## config.mk

```make
export PLATFORM = sky130hd
export DESIGN_NAME = hack_run_ctrl
export DESIGN_NICKNAME = d
export VERILOG_FILES = /design/src/rtl/hack_run_ctrl.sv
export SDC_FILE = /design/constraint.sdc
export NUM_CORES = 1
export LEC_CHECK = 0
export CAP_MARGIN = 20
export CELL_PAD_IN_SITES_DETAIL_PLACEMENT = 0
export CELL_PAD_IN_SITES_GLOBAL_PLACEMENT = 1
export CORE_ASPECT_RATIO = 1.25
export CORE_MARGIN = 3
export CORE_UTILIZATION = 37
export DETAILED_ROUTE_END_ITERATION = 7
export GPL_TIMING_DRIVEN = 0
export PLACE_DENSITY_LB_ADDON = 0.1
export SLEW_MARGIN = 30
export SYNTH_ARGS = -nofsm -noshare
export SYNTH_HDL_FRONTEND = slang
export SYNTH_SLANG_ARGS = --single-unit
```

## constraint.sdc

```tcl
create_clock -name clk -period 4.6 [get_ports clk]
set_clock_uncertainty 0.05 [all_clocks]
set_input_delay 0.92 -clock clk [delete_from_list [all_inputs] [get_ports clk]]
set_output_delay 0.92 -clock clk [all_outputs]
set_load 0.1 [all_outputs]
```

## src/rtl/hack_run_ctrl.sv

```systemverilog
// Run controller for the Hack CPU: streams a program image into instruction ROM,
// then sequences the core through run, pause, single-step and halt.
module hack_run_ctrl #(
    parameter int ROM_AW   = 15,
    parameter int HALT_CNT = 4
) (
    input  logic              clk,
    input  logic              reset,
    input  logic              cmd_valid,
    output logic              cmd_ready,
    input  logic [1:0]        cmd_op,
    input  logic [15:0]       cmd_len,
    input  logic              byte_valid,
    input  logic [7:0]        byte_data,
    output logic              byte_ready,
    output logic              rom_we,
    output logic [ROM_AW-1:0] rom_addr,
    output logic [15:0]       rom_wdata,
    output logic              cpu_reset,
    output logic              cpu_clk_en,
    input  logic [15:0]       cpu_pc,
    output logic [2:0]        state,
    output logic              halted,
    output logic              err,
    output logic              load_done,
    output logic [31:0]       cycle_count
);

    typedef enum logic [2:0] {
        S_IDLE    = 3'd0,
        S_LOAD_HI = 3'd1,
        S_LOAD_LO = 3'd2,
        S_RUN     = 3'd3,
        S_STEP    = 3'd4,
        S_PAUSED  = 3'd5,
        S_HALTED  = 3'd6
    } state_e;

    localparam logic [1:0] OP_LOAD = 2'd0;
    localparam logic [1:0] OP_RUN  = 2'd1;
    localparam logic [1:0] OP_STEP = 2'd2;
    localparam logic [1:0] OP_STOP = 2'd3;
    localparam int CW = ROM_AW + 1;
    localparam int MW = $clog2(HALT_CNT + 1);

    state_e              state_q, state_d;
    logic [CW-1:0]       wcnt_q, wcnt_d;
    logic [CW-1:0]       len_q, len_d;
    logic [7:0]          hi_q, hi_d;
    logic                rom_we_q, rom_we_d;
    logic [ROM_AW-1:0]   rom_addr_q, rom_addr_d;
    logic [15:0]         rom_wdata_q, rom_wdata_d;
    logic                load_done_q, load_done_d;
    logic                err_q, err_d;
    logic [31:0]         cc_q, cc_d;
    logic [15:0]         h1_q, h1_d, h2_q, h2_d;
    logic [1:0]          hcnt_q, hcnt_d;
    logic [MW-1:0]       match_q, match_d;

    logic cmd_fire, byte_fire, len_ok, hist_full, pc_match;

    assign cmd_fire  = cmd_valid && cmd_ready;
    assign byte_fire = byte_valid && byte_ready;
    assign len_ok    = (cmd_len != 16'd0) && ({16'd0, cmd_len} <= (32'd1 << ROM_AW));
    assign hist_full = (hcnt_q == 2'd2);
    assign pc_match  = hist_full && (cpu_pc == h2_q);

    always_ff @(posedge clk or posedge reset) begin
        if (reset) begin
            state_q     <= S_IDLE;
            wcnt_q      <= '0;
            len_q       <= '0;
            hi_q        <= '0;
            rom_we_q    <= 1'b0;
            rom_addr_q  <= '0;
            rom_wdata_q <= '0;
            load_done_q <= 1'b0;
            err_q       <= 1'b0;
            cc_q        <= '0;
            h1_q        <= '0;
            h2_q        <= '0;
            hcnt_q      <= '0;
            match_q     <= '0;
        end else begin
            state_q     <= state_d;
            wcnt_q      <= wcnt_d;
            len_q       <= len_d;
            hi_q        <= hi_d;
            rom_we_q    <= rom_we_d;
            rom_addr_q  <= rom_addr_d;
            rom_wdata_q <= rom_wdata_d;
            load_done_q <= load_done_d;
            err_q       <= err_d;
            cc_q        <= cc_d;
            h1_q        <= h1_d;
            h2_q        <= h2_d;
            hcnt_q      <= hcnt_d;
            match_q     <= match_d;
        end
    end

    always_comb begin
        state_d     = state_q;
        wcnt_d      = wcnt_q;
        len_d       = len_q;
        hi_d        = hi_q;
        rom_we_d    = 1'b0;
        rom_addr_d  = rom_addr_q;
        rom_wdata_d = rom_wdata_q;
        load_done_d = 1'b0;
        err_d       = 1'b0;
        cc_d        = cc_q;
        h1_d        = h1_q;
        h2_d        = h2_q;
        hcnt_d      = hcnt_q;
        match_d     = match_q;

        // Every cycle the core is enabled counts, including the one that accepts STOP.
        if (state_q == S_RUN || state_q == S_STEP)
            cc_d = cc_q + 32'd1;

        case (state_q)
            S_IDLE: begin
                if (cmd_fire) begin
                    case (cmd_op)
                        OP_LOAD: begin
                            if (len_ok) begin
                                wcnt_d  = '0;
                                len_d   = CW'(cmd_len);
                                state_d = S_LOAD_HI;
                            end else begin
                                err_d = 1'b1;
                            end
                        end
                        OP_RUN: begin
                            cc_d    = '0;
                            hcnt_d  = '0;
                            match_d = '0;
                            state_d = S_RUN;
                        end
                        OP_STEP: begin
                            cc_d    = '0;
                            state_d = S_STEP;
                        end
                        default: err_d = 1'b1;
                    endcase
                end
            end
            S_LOAD_HI: begin
                if (byte_fire) begin
                    hi_d    = byte_data;
                    state_d = S_LOAD_LO;
                end
            end
            S_LOAD_LO: begin
                if (byte_fire) begin
                    rom_we_d    = 1'b1;
                    rom_addr_d  = wcnt_q[ROM_AW-1:0];
                    rom_wdata_d = {hi_q, byte_data};
                    wcnt_d      = wcnt_q + CW'(1);
                    if (wcnt_q + CW'(1) == len_q) begin
                        load_done_d = 1'b1;
                        state_d     = S_IDLE;
                    end else begin
                        state_d = S_LOAD_HI;
                    end
                end
            end
            S_RUN: begin
                h2_d    = h1_q;
                h1_d    = cpu_pc;
                hcnt_d  = hist_full ? 2'd2 : hcnt_q + 2'd1;
                match_d = pc_match ? match_q + MW'(1) : '0;
                // STOP takes priority over a halt detected in the same cycle.
                if (cmd_fire) begin
                    if (cmd_op == OP_STOP) state_d = S_PAUSED;
                    else                   err_d   = 1'b1;
                end else if (pc_match && (match_q + MW'(1) == MW'(HALT_CNT))) begin
                    state_d = S_HALTED;
                end
            end
            S_STEP: state_d = S_PAUSED;
            S_PAUSED, S_HALTED: begin
                if (cmd_fire) begin
                    case (cmd_op)
                        OP_RUN: begin
                            hcnt_d  = '0;
                            match_d = '0;
                            state_d = S_RUN;
                        end
                        OP_STEP: state_d = S_STEP;
                        OP_STOP: state_d = S_IDLE;
                        default: err_d   = 1'b1;
                    endcase
                end
            end
            default: state_d = S_IDLE;
        endcase
    end

    assign cmd_ready   = (state_q == S_IDLE) || (state_q == S_RUN) ||
                         (state_q == S_PAUSED) || (state_q == S_HALTED);
    assign byte_ready  = (state_q == S_LOAD_HI) || (state_q == S_LOAD_LO);
    assign cpu_reset   = (state_q == S_IDLE) || byte_ready;
    assign cpu_clk_en  = (state_q == S_RUN) || (state_q == S_STEP);
    assign halted      = (state_q == S_HALTED);
    assign state       = state_q;
    assign rom_we      = rom_we_q;
    assign rom_addr    = rom_addr_q;
    assign rom_wdata   = rom_wdata_q;
    assign load_done   = load_done_q;
    assign err         = err_q;
    assign cycle_count = cc_q;

endmodule

```

# Word level (Yosys, flattened, before mapping)
# Index checks and enable logic that the tools add are counted.
# word_totals
register_bits,146
output_inout_bits,74
wordCells,113
# op_classes
reduce_logical,26
n_eq_ne,26
magnitude_cmp,1
addsub,4
mux,42
# op_table
op,count
$mux 32,4
$mux 16,4
$mux 3,11
$add 32x1->32 const B,1
$eq 16x16->1,2
$pmux 16 s2,1
$pmux 3 s3,2
$pmux 3 s6,1
$add 16x1->16 const B,1
$le 16x16->1 const B,1
$reduce_bool 16->1,1
$eq 3x3->1 const B,4
$mux 1,12
$ne 2x2->1 const B,5
$reduce_and 9->1,1
$eq 2x2->1 const B,3
$eq 3x2->1 const B,2
$logic_or 1x1->1,6
$mux 2,3
$ne 2x1->1 const B,3
$ne 3x2->1 const B,2
$pmux 3 s2,1
$reduce_or 3->1,2
$logic_and 1x1->1,5
other kinds (18),21

# Depth between registers and ports, before layout
# logic_depth
word_depth,7
depth_mapped,9
ltp_nobuf,9

# Worst setup path before layout
# No wires, ideal clock.
# synth_timing
path_type,reg2out
startpoint,reg state_q[1] (netlist: state[1])
endpoint,out cmd_ready
path_buffers,1
path_stages_with_launch,4
arrival_time_ns,2.946
t_required_ns,3.630
setup_slack_ns,0.684
cell_sequence,dfrtp_1 -> buf_2 -> xor2_1 -> xnor2_1
# synth_between
elab_chain_cells,4
elab_cells_between_ends,7
classes_between,eq/ne: 3; reduce/logical: 4
# synth_rtl
item,line,rtl
start: declaration,46,"state_e state_q, state_d;"
start signal: assignment,85,state_q <= state_d;
$eq 3x2->1 / $logic_not 3->1 (equally long branches),201,assign cmd_ready = (state_q == S_IDLE) || (state_q == S_RUN) ||
$logic_or 1x1->1 (2 in a row),201,
$logic_or 1x1->1 *,202,(state_q == S_PAUSED) || (state_q == S_HALTED);
end: declaration,10,"output logic cmd_ready,"
# Every way passes the cells marked *; elsewhere a longest branch is shown, timed or not.

# Final worst setup path
# layout_timing
startpoint,reg state_q[0] (netlist: state[0])
endpoint,out cpu_clk_en
# layout_between
elab_chain_cells,2
elab_cells_between_ends,3
classes_between,eq/ne: 2; reduce/logical: 1
# layout_rtl
item,line,rtl
$eq 3x2->1 / $eq 3x3->1 (equally long branches),205,assign cpu_clk_en = (state_q == S_RUN) || (state_q == S_STEP);
$logic_or 1x1->1 *,205,
end: declaration,20,"output logic cpu_clk_en,"
# Marks and branches as above.

==> summary.md <==
| Metric | Value |
|---|---|
| Worst skew pair latency | `0.42 ns` |
| Num CTS Buffers | `17` |
| Critical path class | `flop to primary output` |
| Synth area leader | `dfrtp_1` |
| Outcome | `finished clean` |
| Syn Area/Cell | `9.27 um^2` |
| Post-synthesis register bit count | `roughly 150` |
| Row count | `55` |
| Final setup vio count | `0` |
| CP arrival | `just over 3 ns` |
| CP bufs+invs | `4` |
| Crit path max-delay cell type | `clkdlybuf4s50_1` |
| Syn_nets | `~800` |
| Fin crit period | `~4 ns` |
| Chip width | `130 um` |
| RSZ-0062 raised after global routing | `no` |
| Vias per cell | `~5` |
| CP top delay family | `buffers and inverters` |
| Syn. warnings | `0` |
| Final critical-path share of the clock period | `87.0%` |
| Fin Setup TNS | `0 ns` |
| Max-cap violations | `0` |
| Worst-path cell chain | `clkbuf_1 > clkbuf_1 > nor3b_1 > nor2_1 > inv_1 > clkdlybuf4s50_1` |
| Reg clk slew, reported paths | `0.06 ns` |
| Via Count | `5821` |
| Initial Util | `38.4%` |
| Commonest non-fill, non-tap cells in the layout | `nand2_1, dfrtp_1, clkdlybuf4s50_1` |
| Fill count | `1732` |
| Max incr delay on CP | `around 1.2 ns` |
| Residual DRC | `0` |
| VDD IR-drop max | `0.476 mV` |
| Wire length per cell | `15.8 um` |
| Multi-input logic area | `around 3200 um^2` |
| CTS resizes | `0` |
| Htree depth | `4` |
| Nets | `965` |
| Share of layout cells above drive strength 1 | `8.15%` |
| Final RePlAce weighted congestion | `0.823` |
| Synth top area share | `slightly above 50%` |
| Synth area leaders | `dfrtp_1, nand2_1, xnor2_1` |
| Gr ovfl total | `0` |
| Clock Tree Root | `clkbuf_16` |
| Crit-path max FO | `10` |
| Ports | `120` |
| Fin worst setup slack | `roughly 0.6 ns` |
| Post-CTS setup buffers | `0` |
| Total Routed Length | `18.1 mm` |
| Synth Instances | `764` |
| LEAKAGE | `around 0.0042 uW` |
| Critical path data required time | `3.63 ns` |
| First-pass GRT wire length | `30.0 mm` |
| Slew @ Worst Pin | `1.02 ns` |
| Register area | `between 3000 and 4000 um^2` |
| Clock Tree Buf Depth | `2` |
| Clock Sinks | `146` |
| Most frequent CP cell | `clkbuf_1` |
| Post-DRT Antenna Nets | `0` |
| I/O Buffers | `about 120` |
| Hold Path Class | `flop to flop` |
| Primary FF master, synth | `dfrtp_1` |
| Initial DRC count | `~390` |
| Synthesized cell area | `7080 um^2` |
| Startpoint Class | `flop` |
| Slew Limit Headroom | `32.0%` |
| Iteration count of the initial detailed-routing pass | `4` |
| Pwr dens | `777 nW/um^2` |
| Pins over their slew limit | `0` |
| Area growth, synth to finish | `31.0%` |
| Seq/Total Area, Yosys | `between 50 and 60%` |
| Total GRT Usage | `17.9%` |
| DP Worst Slack | `0.875 ns` |
| Die Area | `20800 um^2` |
| Number of diodes | `0` |
| Ys async rst share | `100%` |
| Initial antenna violation count | `0` |
| Critical Path Sink Type | `primary output` |
| Vias in the first global route | `5923` |
| Post-synth cell types | `54` |
| TritonCTS clock tree | `built` |
| Hold_buf cts | `0` |
| Fmax | `around 250 MHz` |
| Core Area | `~18000 um^2` |
| Final hold vios | `0` |
| HPWL after DPL | `13.3 mm` |
| Largest net degree at the start of global routing | `29` |
| Post-synth EDFFs | `0` |
| Die Y | `between 150 and 200 um` |
| Worst R2R Setup Slack | `1.82 ns` |
| Most common cell after layout, fill and taps aside | `nand2_1` |
synth_stat cells, drive strengths merged (7+ instances only):
| cell | instances |
|---|---|
| nor4 | 8 |
| or3 | 7 |
| nand4 | 13 |
| and3 | 9 |
| inv | 18 |
| buf | 8 |
| dfrtp | 146 |
| ha | 12 |
| xor2 | 26 |
| a21oi | 19 |
| nor3 | 10 |
| clkbuf | 29 |
| xnor2 | 39 |
| nand3 | 21 |
| o21ai | 36 |
| nor2 | 51 |
| mux2 | 26 |
| nand2 | 226 |
state kept, by name, summed over array words and instances (netlist names), 3 cells and up:
name	flops
h1_q	16
len_q	16
rom_addr	15
state	3
hi_q	8
h2_q	16
rom_wdata	16
match_q	3
wcnt_q	16
cycle_count	32
worst paths after layout:
kind / startpoint / to / cells after the start
max reg2reg: state[0]$_DFFE_PP0P_ / wcnt_q[5]$_DFFE_PP0P_ / 8
min: h1_q[8]$_DFFE_PP0N_ / h2_q[8]$_DFFE_PP0N_ / 2
min in group asynchronous: reset / cycle_count[26]$_DFF_PP0_ / 2
min reg2reg: h1_q[8]$_DFFE_PP0N_ / h2_q[8]$_DFFE_PP0N_ / 2
max in group asynchronous: reset / h2_q[13]$_DFFE_PP0N_ / 4
max: state[0]$_DFFE_PP0P_ / cpu_clk_en / 6
where the power goes:
part           leakage [uW]  internal [uW]  switching (uW)  total (uW)
clock              0.000280            861             572        1430
sequential          0.00190           1750             355        2100
combinational       0.00200            991            2680        3670
total               0.00419           3600            3610        7210
cell families after synthesis:
group / synth area share (%)
AOI/OAI and AO/OA: 7.56
xor gates and xnor gates: 8.04
adders and majority gates: 2.26
buffers and inverters: 3.09
DFF: 51.6
muxes: 4.42
and+or+nand+nor: 23.1
routing by layer:
metal	track usage [%]	up-vias	wire length [um]
met5	0	-	0
met4	6.00	0	216
met3	3.69	18	890
met2	29.6	145	8970
met1	23.2	2826	8030
li1	-	2832	-
worst min-delay path: cells and delay by family (launching register included):
| kind | cells | cell delay, ns |
|---|---|---|
| flops | 1 | 0.34 |
| simple gates | 2 | 0.09 |
final cells by class:
cell class                      instances  area share [%]
Buffer                                 37            1.59
Timing Repair Buffer                  124            13.9
Multi-Input combinational cell        562            34.7
Sequential cell                       146            39.4
Tap cell                              228            3.08
Inverter                               19           0.809
Clock inverter                         14            1.94
Clock buffer                           18            4.63
metrics by stage:
step	util, %	hold WS, ns	area (um^2)	total power (uW)	instances
floorplan	-	0.385	7090	4880	764
global placement	46.4	0.397	8560	5750	1111
detailed placement	47.0	0.406	8670	5820	1116
CTS	50.3	0.417	9280	7290	1148
global route	50.3	0.438	9280	7600	1148
finish	50.3	0.413	9280	7210	1148
(Power assumes the default switching activity.)
